### config.mk
export PLATFORM = sky130hd
export DESIGN_NAME = can_crc_engine_flat
export DESIGN_NICKNAME = d
export VERILOG_FILES = /design/src/rtl/can_crc_if.sv /design/src/rtl/can_crc_engine.sv /design/src/flat_wrapper.sv
export SDC_FILE = /design/constraint.sdc
export NUM_CORES = 1
export LEC_CHECK = 0
export CORE_MARGIN = 2
export CORE_UTILIZATION = 40
export DETAILED_ROUTE_END_ITERATION = 6
export DONT_BUFFER_PORTS = 1
export HOLD_SLACK_MARGIN = 0.02
export PLACE_DENSITY_LB_ADDON = 0.15
export SYNTH_ARGS = -nofsm -noshare
export SYNTH_HDL_FRONTEND = slang
export SYNTH_SLANG_ARGS = --single-unit
### constraint.sdc
create_clock -name clk -period 2.7 [get_ports clk]
set_input_delay 0.405 -clock clk [delete_from_list [all_inputs] [get_ports clk]]
set_output_delay 0.405 -clock clk [all_outputs]
set_load 0.01 [all_outputs]
### src/rtl/can_crc_if.sv
// Bus bundle between a CAN bit-path client and the serial CRC engine.
//
// Handshake: a serial bit on din is consumed on a rising clock edge exactly
// when din_valid and din_ready are both high in the cycle before that edge.
// din_valid may be held low for any number of cycles (gaps); din is ignored
// whenever din_ready is low. start is a one-cycle pulse and is not
// handshaked: it is always accepted and wins over a bit in the same cycle.
interface can_crc_if #(
    parameter int CRC_W = 15,
    parameter int LEN_W = 16
);
    logic             start;
    logic [LEN_W-1:0] len;
    logic             mode;
    logic             din;
    logic             din_valid;
    logic             din_ready;
    logic             busy;
    logic [CRC_W-1:0] crc_out;
    logic             crc_valid;
    logic             crc_ok;

    // Client side: drives frame control and serial bits, observes result.
    modport master (
        output start, len, mode, din, din_valid,
        input  din_ready, busy, crc_out, crc_valid, crc_ok
    );

    // Engine side.
    modport slave (
        input  start, len, mode, din, din_valid,
        output din_ready, busy, crc_out, crc_valid, crc_ok
    );
endinterface

### src/rtl/can_crc_engine.sv
// Serial CRC generator/checker for the CAN TX and RX bit paths.
// Direct (non-augmented) LFSR, MSB-first input, so the remainder is valid right
// after the last payload bit. In CHECK mode the received CRC field is run
// through the same register and the remainder is tested for zero.
module can_crc_engine #(
    parameter int               CRC_W = 15,
    parameter logic [CRC_W-1:0] POLY  = 15'h4599,
    parameter logic [CRC_W-1:0] INIT  = 15'h0000,
    parameter int               LEN_W = 16
) (
    input  logic        clk,
    input  logic        rst_n,
    can_crc_if.slave    bus,
    output logic [1:0]  dbg_state
);

    typedef enum logic [1:0] {
        S_IDLE = 2'd0,
        S_DATA = 2'd1,
        S_CRCF = 2'd2,
        S_DONE = 2'd3
    } state_t;

    state_t           state_q, state_d;
    logic [CRC_W-1:0] crc_q, crc_d;
    logic [LEN_W-1:0] cnt_q, cnt_d;
    logic             mode_q, mode_d;
    logic [CRC_W-1:0] crc_out_q, crc_out_d;
    logic             crc_ok_q, crc_ok_d;

    logic             take;
    logic [CRC_W-1:0] crc_step;

    // A zero count in DATA only happens for an empty GENERATE frame; no bit is
    // accepted then, the frame just finishes with the INIT value.
    assign bus.din_ready = ((state_q == S_DATA) && (cnt_q != '0)) || (state_q == S_CRCF);
    assign bus.busy      = (state_q != S_IDLE);
    assign bus.crc_valid = (state_q == S_DONE);
    assign bus.crc_out   = crc_out_q;
    assign bus.crc_ok    = crc_ok_q;
    assign dbg_state     = state_q;

    assign take = bus.din_valid & bus.din_ready;

    // One LFSR step on the current input bit.
    always_comb begin
        crc_step = {crc_q[CRC_W-2:0], 1'b0} ^ ((bus.din ^ crc_q[CRC_W-1]) ? POLY : '0);
    end

    // Next-state, counter, CRC register and result capture.
    always_comb begin
        state_d   = state_q;
        crc_d     = crc_q;
        cnt_d     = cnt_q;
        mode_d    = mode_q;
        crc_out_d = crc_out_q;
        crc_ok_d  = crc_ok_q;

        if (bus.start) begin
            // Start aborts whatever is in flight and takes priority over a bit.
            crc_d  = INIT;
            mode_d = bus.mode;
            if (bus.mode && (bus.len == '0)) begin
                state_d = S_CRCF;
                cnt_d   = LEN_W'(CRC_W);
            end else begin
                state_d = S_DATA;
                cnt_d   = bus.len;
            end
        end else begin
            case (state_q)
                S_IDLE: begin
                    state_d = S_IDLE;
                end
                S_DATA: begin
                    if (cnt_q == '0) begin
                        state_d   = S_DONE;
                        crc_out_d = crc_q;
                        crc_ok_d  = 1'b1;
                    end else if (take) begin
                        crc_d = crc_step;
                        cnt_d = cnt_q - 1'b1;
                        if (cnt_q == LEN_W'(1)) begin
                            if (mode_q) begin
                                state_d = S_CRCF;
                                cnt_d   = LEN_W'(CRC_W);
                            end else begin
                                state_d   = S_DONE;
                                crc_out_d = crc_step;
                                crc_ok_d  = 1'b1;
                            end
                        end
                    end
                end
                S_CRCF: begin
                    if (take) begin
                        crc_d = crc_step;
                        cnt_d = cnt_q - 1'b1;
                        if (cnt_q == LEN_W'(1)) begin
                            state_d   = S_DONE;
                            crc_out_d = crc_step;
                            crc_ok_d  = (crc_step == '0);
                        end
                    end
                end
                S_DONE: begin
                    state_d = S_IDLE;
                end
                default: begin
                    state_d = S_IDLE;
                end
            endcase
        end
    end

    // State and datapath registers with asynchronous reset.
    always_ff @(posedge clk or negedge rst_n) begin
        if (!rst_n) begin
            state_q   <= S_IDLE;
            crc_q     <= INIT;
            cnt_q     <= '0;
            mode_q    <= 1'b0;
            crc_out_q <= '0;
            crc_ok_q  <= 1'b0;
        end else begin
            state_q   <= state_d;
            crc_q     <= crc_d;
            cnt_q     <= cnt_d;
            mode_q    <= mode_d;
            crc_out_q <= crc_out_d;
            crc_ok_q  <= crc_ok_d;
        end
    end

endmodule

### src/flat_wrapper.sv
// flat-port wrapper written by rule: the top's interface ports become plain ports
module can_crc_engine_flat 
#(
    parameter int               CRC_W = 15,
    parameter logic [CRC_W-1:0] POLY  = 15'h4599,
    parameter logic [CRC_W-1:0] INIT  = 15'h0000,
    parameter int               LEN_W = 16
)
  (clk, rst_n, dbg_state, bus_start, bus_len, bus_mode, bus_din, bus_din_valid, bus_din_ready, bus_busy, bus_crc_out, bus_crc_valid, bus_crc_ok);
  can_crc_if #(.CRC_W(CRC_W), .LEN_W(LEN_W)) bus_i ();
  input  logic clk;
  input  logic rst_n;
  output logic [1:0] dbg_state;
  input wire logic [$bits(bus_i.start)-1:0] bus_start;
  input wire logic [$bits(bus_i.len)-1:0] bus_len;
  input wire logic [$bits(bus_i.mode)-1:0] bus_mode;
  input wire logic [$bits(bus_i.din)-1:0] bus_din;
  input wire logic [$bits(bus_i.din_valid)-1:0] bus_din_valid;
  output wire logic [$bits(bus_i.din_ready)-1:0] bus_din_ready;
  output wire logic [$bits(bus_i.busy)-1:0] bus_busy;
  output wire logic [$bits(bus_i.crc_out)-1:0] bus_crc_out;
  output wire logic [$bits(bus_i.crc_valid)-1:0] bus_crc_valid;
  output wire logic [$bits(bus_i.crc_ok)-1:0] bus_crc_ok;
  assign bus_i.start = bus_start;
  assign bus_i.len = bus_len;
  assign bus_i.mode = bus_mode;
  assign bus_i.din = bus_din;
  assign bus_i.din_valid = bus_din_valid;
  assign bus_din_ready = bus_i.din_ready;
  assign bus_busy = bus_i.busy;
  assign bus_crc_out = bus_i.crc_out;
  assign bus_crc_valid = bus_i.crc_valid;
  assign bus_crc_ok = bus_i.crc_ok;
  can_crc_engine #(.CRC_W(CRC_W), .POLY(POLY), .INIT(INIT), .LEN_W(LEN_W)) u_core (.clk(clk), .rst_n(rst_n), .bus(bus_i), .dbg_state(dbg_state));
endmodule
* After elaboration in Yosys (flattened, before gate mapping)
Cells that the tools add are included.
** Word-level totals
- Flip-flop bits (word level) :: 50
- Output and inout port bits :: 21
** Operators by class
- $add $sub $neg :: 1
- Eq/ne operators :: 15
- Multiplexer cells :: 36
- Bitwise logic cells :: 4
- Reductions and logical operators :: 16
** Operators with widths (number)
- 15-bit 2-to-1 mux :: 10
- 16-bit 2-to-1 mux :: 7
- 15-bit one-hot mux with 2 select lines :: 2
- 16-bit zero test :: 2
- 16-bit one-hot mux with 2 select lines :: 1
- 16-bit by 1-bit equality test with 1-bit output, second input constant :: 1
- 16-bit nonzero test :: 1
- 16-bit by 1-bit subtractor with 16-bit output, second input constant :: 1
- 15-bit zero test :: 1
- 15-bit XOR :: 1
- 2-bit 2-to-1 mux :: 7
- 3-bit != test, second input constant :: 4
- 3-bit by 2-bit != test with 1-bit output, second input constant :: 3
- 4-bit AND reduction :: 2
- 1-bit 2-to-1 mux :: 7
- 7-bit AND reduction :: 1
- 2-bit one-hot mux with 3 select lines :: 1
- 2-bit equality test, second input constant :: 2
- 4-bit by 3-bit != test with 1-bit output, second input constant :: 1
- 4-bit != test, second input constant :: 1
- 2-bit nonzero test :: 2
- 3-bit nonzero test :: 1
- 2-bit by 1-bit equality test with 1-bit output, second input constant :: 1
- 1-bit logical AND :: 2
- other kinds (10) :: 10

* Longest topological paths before layout
- Word-level depth :: 8
- Mapped depth :: 10
- Depth with buffers taken out :: 8

* Least setup slack after synthesis
No wires, ideal clock.
- Path type :: register -> register
- From :: reg u_core.cnt_q[0]
- To :: reg u_core.crc_out_q[0] (netlist: u_core.bus.crc_out[0])
- Setup time :: 0.125 ns
- Arrival :: 1.948 ns
- Path slack :: 0.628 ns
- Cell stages (with the launch flop) :: 8
- Buffers on the path :: 0
- Cell sequence :: dfrtp_1 > inv_1 > ha_1 > nor4b_1 > nand4_2 > a21o_1 > a21oi_2 > mux2_2
** Between the ends
- Cells in the longest elaborated chain, start to end :: 6
** Ends and longest elaborated chain
- start, declared :: RTL line can_crc_engine.sv:26 : logic [LEN_W-1:0] cnt_q, cnt_d;
- start signal, assigned :: RTL line can_crc_engine.sv:128 : cnt_q <= cnt_d;
- 16-bit nonzero test * :: RTL line can_crc_engine.sv:36 : assign bus.din_ready = ((state_q == S_DATA) && (cnt_q != '0)) || (state_q == S_CRCF);
- 1-bit logical AND * :: RTL line can_crc_engine.sv:36
- 1-bit logical OR * :: RTL line can_crc_engine.sv:36
- net bus_din_ready :: RTL line flat_wrapper.sv:19 : output wire logic [$bits(bus_i.din_ready)-1:0] bus_din_ready;
- 1-bit bitwise AND * :: RTL line can_crc_engine.sv:43 : assign take = bus.din_valid & bus.din_ready;
- 3-bit by 2-bit != test with 1-bit output (no line) / 2-bit by 1-bit != test with 1-bit output (equally long branches)
- 7-bit AND reduction (no line) *
- end signal, assigned :: RTL line can_crc_engine.sv:130 : crc_out_q <= crc_out_d;
- end, declared :: RTL line can_crc_engine.sv:28 : logic [CRC_W-1:0] crc_out_q, crc_out_d;
The timed path passes the listed nets; every way through them passes the cells marked *.
A chain may end at the register's enable or synchronous reset.

* Worst setup path after layout
- From :: reg u_core.cnt_q[0]
- To :: reg u_core.crc_ok_q (netlist: u_core.bus.crc_ok)
** Between the ends
- Cells in the longest elaborated chain, start to end :: 6
** Ends and longest elaborated chain
- 16-bit nonzero test * :: RTL line can_crc_engine.sv:36
- 1-bit logical AND * :: RTL line can_crc_engine.sv:36
- 1-bit logical OR * :: RTL line can_crc_engine.sv:36
- net bus_din_ready :: RTL line flat_wrapper.sv:19
- 1-bit bitwise AND * :: RTL line can_crc_engine.sv:43
- 3-bit by 2-bit != test with 1-bit output (no line) / 2-bit by 1-bit != test with 1-bit output (equally long branches)
- 7-bit AND reduction (no line) *
- end signal, assigned :: RTL line can_crc_engine.sv:131 : crc_ok_q <= crc_ok_d;
- end, declared :: RTL line can_crc_engine.sv:29 : logic crc_ok_q, crc_ok_d;
Marks and branches as above.

==> results.md <==
- Setup CP Type: flip-flop to flip-flop
- Final wirelength: 6560 µm
- CP max stage cell: dfrtp_1
- Ys flop type: dfrtp_1
- Synthesized area: 2840 µm²
- Slew Viols, Final: 0
- Crit. Startpoint: u_core.cnt_q[0]$_DFFE_PN0P_
- Via count: 2,225
- Final non-filler cell total: 412
- R2R setup slack: 0.28 ns
- Post_cts resized: 0
- Yosys reg bits: 50
- Post-route core utilization: 0.451
- CP max stage delay: 0.45 ns
- Drt pass-1 iters: 4
- Status: completed
- CP Depth: 9
- Worst setup endpoint: u_core.bus.crc_ok$_DFFE_PN0P_
- Critical Path AT: 2.65 ns
- Comb power frac: 0.225
- Num rows: 30
- Commonest cells after routing, fill and taps aside: dfrtp_1, nand2_1, a21oi_1, nor2_1, mux2i_1
- Post-synth EDFFs: 0
- RSZ-0062 raised after global routing: no
- Leakage: 1.21 nW
- Final hold vios: 0
- Worst-path fanout max: 30
- Vias in the first global route: 2,239
- Inserted Clock Buffers: 5
- PortBufs: 0
- Antenna Cells: 0
- Fillers: 704
- Gr ovfl total: 0
- Vias/cell: 5.40
- Fin worst setup slack: 0.285 ns
- Place WS: 0.326 ns
- Final hold slack: 0.169 ns
- Sequence of cells on the critical path: inv_1 > ha_1 > nor4b_1 > nand4_2 > a21o_1 > a21oi_2 > buf_4 > nor2_1 > a31oi_1
- Violation count after the first detailed-route iteration: 109
- Final setup fails: 0
- Sequential power share: 0.545
- Post-DRT Antenna Nets: 0
- Clock power share: 0.230
- Die X: 88.2 µm
- FMAX: 414 MHz
- Syn. warnings: 0
- GRT Max-Usage Layer: met2
- Routing usage on met3: 0.0382
- Die ar.: 7780 µm²
- Synthesized netlist cell count: 312
- Synth-to-Final Area Change: 8.69%
- Initial antenna violation count: 0
- Hold depth: 1
- Critical Path End Type: flip-flop
- FFs w/ async S/R, synth: 1.00
- Die Ht: 88.2 µm
- Largest net degree at the start of global routing: 51
- Clock-pin slew on the worst setup and hold paths: 0.11 ns
- Setup TNS: 0 ns
- Internal Power: 0.00131 W
- Root Driver: clkbuf_8
- Routing usage on met2: 0.290
- GPL Wtd Cong: 0.895
- Switch Pwr: 0.000746 W
- Seq/Total Area, Yosys: 0.441
- Slew headroom: 0.650
- First-pass GRT wire length: 11,200 µm
- Cells after DPL: 402
- Worst-skew pair later-pin latency: 0.32 ns
- Hpwl dp: 4550 µm
- Clock Sinks: 50
- Reg2reg end: u_core.bus.crc_ok$_DFFE_PN0P_
- Initial Utilization: 0.415
- Min Tclk post-route: 2.42 ns
- Max Clock Skew: 0.0197 ns
- Core Region: 6830 µm²
- Gr usage total: 0.184
- Critical Path RT: 2.93 ns
- Most common cell after layout, fill and taps aside: dfrtp_1
- # nets final: 344
- Synth cell types: 51
- Pwr Density: 666 nW/µm²
- IR drop worst, VDD: 208 µV
- Slew @ Worst Pin: 0.522 ns
- CTS tree: done
- Wire per inst: 15.9 µm
- Type of origin of the critical path: flip-flop
- DR DRC count: 0
- Clk buf depth: 2
- FF-to-FF path depth: 9
- CTS H-tree depth: 2
- MaxCap Viol Count: 0
- Critical R2R Launch: u_core.cnt_q[0]$_DFFE_PN0P_
- Delay-heaviest family, CP: compound AO/OA/AOI/OAI gates
- Period utilisation layout: 0.895
- # IOs: 43
- Switching share of power: 0.363
- Layout cells sized above 1: 0.101
- Met1 Usage GRT: 0.262
- Syn nets: 341
- Mean Syn Cell Area: 9.09 µm²
- CP bufs+invs: 2
- Worst min path class: input pin to flip-flop
## kinds of logic after synthesis
family | synth area share
buffers and inverters | 0.0388
and+or+nand+nor | 0.241
AOI/OAI and AO/OA | 0.167
muxes | 0.0538
xor gates and xnor gates | 0.0278
DFF | 0.441
adders and majority gates | 0.0309
## stage by stage
step | area, µm² | total power, W
floorplan | 2840 | 0.00147
global placement | 2950 | 0.00158
global route | 3080 | 0.00222
CTS | 3080 | 0.00208
detailed placement | 2950 | 0.00158
finish | 3080 | 0.00205
## registers in the layout (all words and copies together) (netlist names)
register            cells
u_core.cnt_q           16
u_core.mode_q           1
u_core.crc_q           15
u_core.bus.crc_ok       1
u_core.bus.crc_out     15
u_core.dbg_state        2
## power groups by stage
stage | Combinational [W] | Sequential (W) | Clock (W)
finish | 0.000462 | 0.00112 | 0.000473
global route | 0.000535 | 0.00115 | 0.000531
CTS | 0.000467 | 0.00112 | 0.000494
detailed placement | 0.000442 | 0.00114 | 0
global placement | 0.000439 | 0.00114 | 0
floorplan | 0.000371 | 0.00110 | 0
## cell type report
class                           count  area (µm²)  area share
Multi-Input combinational cell    239        1480       0.478
Sequential cell                    50        1250       0.406
Tap cell                           96         120      0.0390
Timing Repair Buffer               12         113      0.0365
Clock buffer                        5        68.8      0.0223
Clock inverter                      3        28.8     0.00933
Inverter                            7        26.3     0.00852
## per-layer routing
layer	share of wire	up-vias
li1	-	1119
met1	0.48	1049
met2	0.46	52
met3	0.050	5
met4	0.0075	0
met5	0	-
## how the worst min path moves through the flow
| stage | from | endpoint | slack, ns |
|---|---|---|---|
| after CTS | bus_start | u_core.crc_q[7]$_DFFE_PN0P_ | 0.13 |
| after global placement | rst_n | u_core.bus.crc_out[2]$_DFFE_PN0P_ | 0.11 |
| final | bus_start | u_core.crc_q[10]$_DFFE_PN0P_ | 0.17 |
| after global routing | bus_start | u_core.crc_q[12]$_DFFE_PN0P_ | 0.12 |
| after floorplan | rst_n | u_core.bus.crc_ok$_DFFE_PN0P_ | 0.11 |
| after detailed placement | rst_n | u_core.bus.crc_out[2]$_DFFE_PN0P_ | 0.11 |
## timing repair
action / 4_1_cts / 5_1_grt
endpoints found under the hold margin: 50 / 0
setup buffers: 0 / 0
setup endpoints to repair: 0 / 0
hold buffers: 2 / 0
## cells in the mapped netlist, drive strengths merged (2+ instances only)
| library cell | n | area share |
|---|---|---|
| nand4 | 6 | 0.015 |
| mux2i | 13 | 0.046 |
| a21o | 2 | 0.0053 |
| o21ai | 13 | 0.024 |
| inv | 7 | 0.0093 |
| a41oi | 2 | 0.0062 |
| ha | 7 | 0.031 |
| nor2b | 4 | 0.0088 |
| o21a | 2 | 0.0053 |
| xnor2 | 6 | 0.019 |
| a32oi | 2 | 0.0062 |
| and3 | 2 | 0.0044 |
| a221o | 2 | 0.0071 |
| clkbuf | 7 | 0.0093 |
| nand3 | 7 | 0.012 |
| xor2 | 3 | 0.0093 |
| nor2 | 34 | 0.053 |
| dfrtp | 50 | 0.44 |
| a221oi | 4 | 0.012 |
| nand3b | 5 | 0.013 |
| buf | 9 | 0.020 |
| o41ai | 2 | 0.0062 |
| mux2 | 2 | 0.0079 |
| a21boi | 2 | 0.0053 |
| nor4b | 2 | 0.0062 |
| nor4 | 7 | 0.023 |
| nand2 | 43 | 0.057 |
| nor3 | 13 | 0.026 |
| a21oi | 39 | 0.070 |
| a31oi | 3 | 0.0066 |
No activity file was read; power rests on OpenSTA's default activity.
